### src/rtl/fetch_sequencer.sv
// Instruction fetch control stage: issues reads at the PC, holds the fetched
// word under valid/ready, and pulses the PC counter's increment/load controls.
module fetch_sequencer #(
  parameter int ADDR_W = 11,
  parameter int DATA_W = 15
) (
  input  logic              clk,
  input  logic              rst,
  input  logic [ADDR_W:0]   pc,
  output logic              pc_inc,
  output logic              pc_load,
  output logic [ADDR_W:0]   pc_load_val,
  output logic              mem_req,
  output logic [ADDR_W:0]   mem_addr,
  input  logic              mem_ack,
  input  logic [DATA_W:0]   mem_rdata,
  output logic              instr_valid,
  output logic [DATA_W:0]   instr,
  input  logic              instr_ready,
  input  logic              redirect,
  input  logic [ADDR_W:0]   redirect_addr,
  input  logic              halt
);

  typedef enum logic [1:0] {IDLE, WAIT, HOLD, FLUSH} state_t;

  state_t            state_q, state_d;
  logic              pc_inc_q, pc_inc_d;
  logic              pc_load_q, pc_load_d;
  logic [ADDR_W:0]   pc_load_val_q, pc_load_val_d;
  logic              mem_req_q, mem_req_d;
  logic [ADDR_W:0]   mem_addr_q, mem_addr_d;
  logic              instr_valid_q, instr_valid_d;
  logic [DATA_W:0]   instr_q, instr_d;

  always_ff @(posedge clk or negedge rst) begin
    if (!rst) begin
      state_q       <= IDLE;
      pc_inc_q      <= 1'b0;
      pc_load_q     <= 1'b0;
      pc_load_val_q <= '0;
      mem_req_q     <= 1'b0;
      mem_addr_q    <= '0;
      instr_valid_q <= 1'b0;
      instr_q       <= '0;
    end else begin
      state_q       <= state_d;
      pc_inc_q      <= pc_inc_d;
      pc_load_q     <= pc_load_d;
      pc_load_val_q <= pc_load_val_d;
      mem_req_q     <= mem_req_d;
      mem_addr_q    <= mem_addr_d;
      instr_valid_q <= instr_valid_d;
      instr_q       <= instr_d;
    end
  end

  // Redirect outranks everything; an in-flight read without ack must drain in FLUSH.
  always_comb begin
    state_d       = state_q;
    pc_inc_d      = 1'b0;
    pc_load_d     = 1'b0;
    pc_load_val_d = pc_load_val_q;
    mem_req_d     = mem_req_q;
    mem_addr_d    = mem_addr_q;
    instr_valid_d = instr_valid_q;
    instr_d       = instr_q;

    if (redirect) begin
      pc_load_d     = 1'b1;
      pc_load_val_d = redirect_addr;
      instr_valid_d = 1'b0;
      case (state_q)
        WAIT, FLUSH: begin
          if (mem_ack) begin
            mem_req_d = 1'b0;
            state_d   = IDLE;
          end else begin
            state_d   = FLUSH;
          end
        end
        default: state_d = IDLE;
      endcase
    end else begin
      case (state_q)
        IDLE: begin
          // Wait out a pending PC update so the sampled PC is never stale.
          if (!halt && !pc_inc_q && !pc_load_q) begin
            mem_req_d  = 1'b1;
            mem_addr_d = pc;
            state_d    = WAIT;
          end
        end
        WAIT: begin
          if (mem_ack) begin
            mem_req_d     = 1'b0;
            instr_d       = mem_rdata;
            instr_valid_d = 1'b1;
            pc_inc_d      = 1'b1;
            state_d       = HOLD;
          end
        end
        HOLD: begin
          if (instr_valid_q && instr_ready) begin
            instr_valid_d = 1'b0;
            state_d       = IDLE;
          end
        end
        FLUSH: begin
          if (mem_ack) begin
            mem_req_d = 1'b0;
            state_d   = IDLE;
          end
        end
        default: state_d = IDLE;
      endcase
    end
  end

  assign pc_inc      = pc_inc_q;
  assign pc_load     = pc_load_q;
  assign pc_load_val = pc_load_val_q;
  assign mem_req     = mem_req_q;
  assign mem_addr    = mem_addr_q;
  assign instr_valid = instr_valid_q;
  assign instr       = instr_q;

endmodule
### config.mk
export PLATFORM = sky130hd
export DESIGN_NAME = fetch_sequencer
export DESIGN_NICKNAME = d
export VERILOG_FILES = /design/src/rtl/fetch_sequencer.sv
export SDC_FILE = /design/constraint.sdc
export NUM_CORES = 1
export LEC_CHECK = 0
export ABC_CLOCK_PERIOD_IN_PS = 2000
export BUFFER_PORTS_ARGS = -buffer_cell sky130_fd_sc_hd__clkbuf_2
export CORE_ASPECT_RATIO = 1.5
export CORE_MARGIN = 3
export CORE_UTILIZATION = 30
export CTS_CLUSTER_SIZE = 16
export DETAILED_ROUTE_END_ITERATION = 10
export RECOVER_POWER = 25
export SYNTH_ARGS = -nofsm -noshare
export SYNTH_HDL_FRONTEND = slang
export SYNTH_SLANG_ARGS = --single-unit
### constraint.sdc
create_clock -name clk -period 2 [get_ports clk]
set_input_delay 0.5 -clock clk [delete_from_list [all_inputs] [get_ports clk]]
set_output_delay 0.5 -clock clk [all_outputs]
set_load 0.02 [all_outputs]
==> flow_metrics.tcl, run 1 <==
set metrics [dict create \
    synth.largest_area_cell "dfrtp_1" \
    area_delta_synth_final_pct 36.29 \
    cp-end-kind "register" \
    io_pins 90 \
    yosysSeqAreaShare_pct 63.71 \
    synth_area_per_cell_um2 16.89 \
    dieArea_mm2 0.007009 \
    grtUsageTotal_pct 11.12 \
    drv_cap 0 \
    rsz0062_at_grt "no" \
    io_buffers 89 \
    via_count 1190 \
    first_pass_iters 4 \
    syn-cell-area_mm2 0.001807 \
    synth_edf_count 0 \
    power_switching_mw 0.9812 \
    grt_pass1_wl_mm 6.092 \
    cts_setup_buffers 0 \
    slew-limit-headroom_pct 26.23 \
    die_h_um 101.0 \
    wirelength_mm 3.682 \
    drc 0 \
    grt_pass1_vias 1206 \
    hold_viol 0 \
    start_kind "register" \
    cts_inserted_buffers 5 \
    yosysMostFrequentCell "dfrtp_1" \
    vdd_drop_max_uv 374.6 \
    die_w_um 69.37 \
    worst_pin_slew_ns 1.106 \
    core_mm2 0.005828 \
    wl_per_cell_um 13.39 \
    setup_ws_ns 0.4633 \
    synthesis.nets 153 \
    layout.nets 248 \
    finalClockSkew_ns 0.004469 \
    grt_max_degree 28 \
    drv_slew 0 \
    ctsHoldBuffers 0 \
    dp_hpwl_mm 2.824 \
    fin_setup_tns_ns 0 \
    synth.distinct_cells 18 \
    stdcell_area_mm2 0.002462 \
    post-place-ws_ns 0.3007 \
    ys_warn_count 0 \
    vias_per_cell 4.327 \
    clock_sinks 46 \
    drt_iter0_drc 64 \
    start_util_pct 31.00 \
    critical_path_class "reg -> reg" \
    globalplace.congestion 0.6887 \
    async_flop_share_pct 100.0 \
    setup_violations 0 \
    ys_ff_latch 46 \
    leakagePower_nw 1.268 \
    synth_area_leaders "dfrtp_1 (64%), mux2_2 (14%), mux2_4 (14%), buf_6 (1.2%), nor3_4 (0.90%)" \
    placedInstanceArea_mm2 0.002357 \
    period_needed_ns 1.537 \
    p_total_mw 2.987 \
    fmax_ghz 0.6507 \
    clkTransAtPathRegs_ns 0.08 \
    cts_resized 0 \
    drive_gt1_share_pct 69.95 \
    switching_share_pct 32.85 \
    synth_top_cell_area_share_pct 63.71 \
    hold_ws_ns 0.3926 \
    power.density_mw_per_mm2 1213 \
    fp-row-count 34 \
    fin_crit_sh_pct 76.84 \
    p_clk_share_pct 21.7 \
    synth_flop_cell "dfrtp_1" \
    antenna_found_initial 0 \
    synthCells 107 \
    cts-root-buf "clkbuf_8" \
    drtAntennaViolNets 0 \
    comb_power_share_pct 33.8 \
    worstSkewPairLatency_ns 0.29 \
    min-delay-path-class "in -> async" \
    htreeDepth 2 \
    grt_overflow 0 \
    antenna_cells 0 \
    cts_tree "done" \
    clockBufferDepth 2 \
    fill_cells 544 \
    ys_top_cells_by_count "dfrtp_1 (46), mux2_2 (23), mux2_4 (17)" \
    worstPathMaxFanout 14 \
    status "complete, no violations" \
    seq_power_share_pct 44.4 \
    cp.arrival_ns 1.71 \
    critPathRequiredTime_ns 2.18 \
    p_int_mw 2.006 \
]
critical path: stages, from the launching register on:
cell and delay (ns):
dfrtp_1 0.44, nor4_2 0.31, nand2_2 0.29, mux2_4 0.38
final cells by class:
type / instances / area, um2 / share of cell area (%)
repair buffers: 92 / 488.0 / 19.82
inverters: 1 / 3.754 / 0.1524
well taps: 72 / 90.09 / 3.659
flip-flops and latches: 46 / 1151 / 46.75
clock buffers: 8 / 110.1 / 4.472
multi-input cells: 56 / 619.3 / 25.15
power groups by stage:
stage                     Sequential [mW]  Combinational, mW  Clock [mW]
after floorplan                      1.65              0.336           0
after global placement               1.35               1.01           0
after detailed placement             1.35               1.03           0
after CTS                            1.33               1.03       0.681
after global routing                 1.36               1.08       0.718
final                                1.33               1.01       0.649
metrics by stage:
stage / instances / util (%)
final: 275 / 42.25
after detailed placement: 267 / 40.45
after floorplan: 107 / -
after CTS: 275 / 42.34
after global placement: 267 / 40.45
after global routing: 275 / 42.25
sequential cells by signal, indices dropped and copies added (netlist names):
name / count
instr: 16
instr_valid: 1
mem_addr: 12
mem_req: 1
pc_inc: 1
pc_load: 1
pc_load_val: 12
state_q: 2
metal layers:
metal | global-route usage, % | routed length (um) | vias up
met5 | 0 | 0 | -
met4 | 5.414 | 77 | 0
met3 | 3.493 | 272 | 6
met2 | 18.97 | 1931 | 45
met1 | 12.54 | 1401 | 578
li1 | - | - | 561
layout by cell type, fill, tap and decap left out, types with 2 or more instances in the layout:
cell,n
clkbuf_8,8
mux2_2,23
clkbuf_2,88
mux2_4,17
dfrtp_1,46
buf_12,2
nand2_2,2
nor2_1,2
clkbuf_1,2
nand2_1,3
worst paths after layout:
check,depth (start not counted),end,startpoint,slack [ns]
worst max register to register,3,mem_addr[8],state_q[0],0.46
worst min-delay path,1,pc_load_val[10],rst,0.39
max in group asynchronous,2,mem_addr[5],rst,0.90
min in group clk,2,instr[13],mem_rdata[13],0.43
worst max-delay path,3,mem_addr[8],state_q[0],0.46
worst min register to register,2,mem_req,mem_req,0.51
cells by family (layout without fill, tap and decap cells):
group / count (synthesis) / after routing / synth area share (%)
flops: 46 / 46 / 63.71
mux: 40 / 40 / 28.46
simple gates: 11 / 11 / 3.947
buf+inv: 5 / 101 / 2.008
compound gates: 4 / 4 / 1.385
xor+xnor: 1 / 1 / 0.4849
(Power assumes the default switching activity.)
==> run 2: changes to the inputs <==
--- a/config.mk
+++ b/config.mk
@@ -5,7 +5,7 @@
 export SDC_FILE = /design/constraint.sdc
 export NUM_CORES = 1
 export LEC_CHECK = 0
-export ABC_CLOCK_PERIOD_IN_PS = 2000
+export ABC_CLOCK_PERIOD_IN_PS = 1310
 export BUFFER_PORTS_ARGS = -buffer_cell sky130_fd_sc_hd__clkbuf_2
 export CORE_ASPECT_RATIO = 1.5
 export CORE_MARGIN = 3
==> constraint.sdc (replaced) <==
create_clock -name clk -period 1.31 [get_ports clk]
set_input_delay 0.3275 -clock clk [delete_from_list [all_inputs] [get_ports clk]]
set_output_delay 0.3275 -clock clk [all_outputs]
set_load 0.02 [all_outputs]
==> flow_metrics.tcl, run 2 (same netlist as run 1, synthesis figures left out) <==
set metrics [dict create \
    wirelength_mm 3.775 \
    rr_endpoint "mem_addr[6]" \
    cts-root-buf "clkbuf_8" \
    slowest_stage "dfrtp_1" \
    wl_per_cell_um 13.43 \
    p_clk_share_pct 19.4 \
    dieArea_mm2 0.007009 \
    fp-row-count 34 \
    setup_ws_ns -0.04779 \
    grt_pass1_wl_mm 6.472 \
    hold_viol 0 \
    drtAntennaViolNets 0 \
    seq_power_share_pct 44.7 \
    leakagePower_nw 1.313 \
    period_needed_ns 1.358 \
    setup_violations 26 \
    core_mm2 0.005828 \
    switching_share_pct 33.41 \
    cp-end-kind "register" \
    drv_slew 0 \
    rsz0062_at_grt "yes" \
    grtUsageMet1_pct 14.33 \
    post-place-ws_ns -0.07324 \
    via_count 1245 \
    cts_inserted_buffers 5 \
    violations "negative setup slack" \
    layout.nets 254 \
    top_usage_layer "met2" \
    clock_sinks 46 \
    drv_cap 0 \
    final_cell_mix "clkbuf_2 (90), dfrtp_1 (45), mux2_4 (24)" \
    r2r-start "state_q[0]" \
    power_switching_mw 1.518 \
    io_buffers 89 \
    critPathRequiredTime_ns 1.49 \
    vdd_drop_max_uv 626.8 \
    antenna_found_initial 0 \
    first_pass_iters 2 \
    die_w_um 69.37 \
    area_delta_synth_final_pct 39.40 \
    die_h_um 101.0 \
    dp.cells 273 \
    worstSkewPairLatency_ns 0.29 \
    p_int_mw 3.024 \
    grtUsageTotal_pct 11.67 \
    finalClockSkew_ns 0.005612 \
    ctsHoldBuffers 0 \
    drc 0 \
    multi_input_area_um2 645.6 \
    worst_pin_slew_ns 1.126 \
    globalplace.congestion 0.7323 \
    io_pins 90 \
    status "complete, but fails checks" \
    fin_crit_sh_pct 103.6 \
    cp.arrival_ns 1.53 \
    start_util_pct 31.00 \
    register_area_mm2 0.001152 \
    grt_max_degree 47 \
    endpoint "mem_addr[6]" \
    reg2reg_depth 4 \
    grtUsageMet3_pct 3.693 \
    critPathMaxStageDelay_ns 0.42 \
    clkTransAtPathRegs_ns 0.09 \
    reg2reg_slack_ns -0.05 \
    grt_pass1_vias 1298 \
    fill_cells 566 \
    crit_path_start "state_q[0]" \
    vias_per_cell 4.431 \
    final_common_cell "clkbuf_2" \
    start_kind "register" \
    met2_usage_pct 19.12 \
    min-delay-path-class "in -> reg" \
    cts_tree "done" \
    htreeDepth 2 \
    final_core_util_pct 43.22 \
    slew-limit-headroom_pct 24.93 \
    drive_gt1_share_pct 71.77 \
    fin_cells 281 \
    clockBufferDepth 2 \
    worstPathMaxFanout 14 \
    fin_setup_tns_ns -0.4913 \
    cts_setup_buffers 0 \
    dp_hpwl_mm 2.794 \
    critical_path_class "reg -> reg" \
    power.density_mw_per_mm2 1803 \
    grt_overflow 0 \
    p_total_mw 4.542 \
    comb_power_share_pct 35.8 \
    worstPathCellList "nor4_2 > nand2_2 > buf_12 > mux2_4" \
    hold_start "mem_rdata[0]" \
    largest_register_ffs 16 \
    fmax_ghz 0.7365 \
    antenna_cells 0 \
    drt_iter0_drc 34 \
]
## run 2: routing by layer
| layer | up-vias | wire, um | share of wire (%) |
|---|---|---|---|
| met1 | 609 | 1502 | 40 |
| met4 | 0 | 61 | 1.6 |
| met2 | 53 | 1919 | 51 |
| met3 | 6 | 293 | 7.8 |
| met5 | - | 0 | 0 |
| li1 | 577 | - | - |
## run 2: stage by stage
| stage | cell area (um2) | hold WS, ns |
|---|---|---|
| CTS | 2530 | 0.008388 |
| floorplan | 1808 | 0.03191 |
| global route | 2519 | 0.2458 |
| detailed placement | 2416 | 0.3361 |
| global placement | 2416 | 0.3352 |
| finish | 2519 | 0.2597 |
## run 2: worst max-delay path, delay by kind of cell (launching register included)
| kind | cells | cell delay (ns) |
|---|---|---|
| DFF | 1 | 0.42 |
| and+or+nand+nor | 2 | 0.37 |
| buffers and inverters | 1 | 0.16 |
| muxes | 1 | 0.30 |
## run 2: power groups by stage
stage,logic [mW],clock network (mW),registers [mW]
after floorplan,0.514,0,2.52
after global placement,1.57,0,2.05
after detailed placement,1.60,0,2.06
after CTS,1.65,0.945,2.04
after global routing,1.74,1.01,2.10
final,1.63,0.883,2.03
## run 2: worst min-delay path by stage
stage,cells past startpoint,end
final,2,instr[0]
after global routing,2,mem_addr[3]
after CTS,2,pc_load_val[8]
after detailed placement,2,pc_load_val[8]
after global placement,2,pc_load_val[10]
after floorplan,0,instr[0]
## run 2: cell type report
cell class	instances	area share (%)
clock buffers	7	3.428
clock inverters	1	0.1987
inverters	1	0.1490
multi-input cells	56	25.63
flip-flops and latches	46	45.75
well taps	72	3.577
repair buffers	98	21.26
## run 2: timing repair
action	4_1_cts	5_1_grt
setup endpoints to repair	28	28
cloned	0	0
pin swaps	1	0
gates resized for setup	6	1
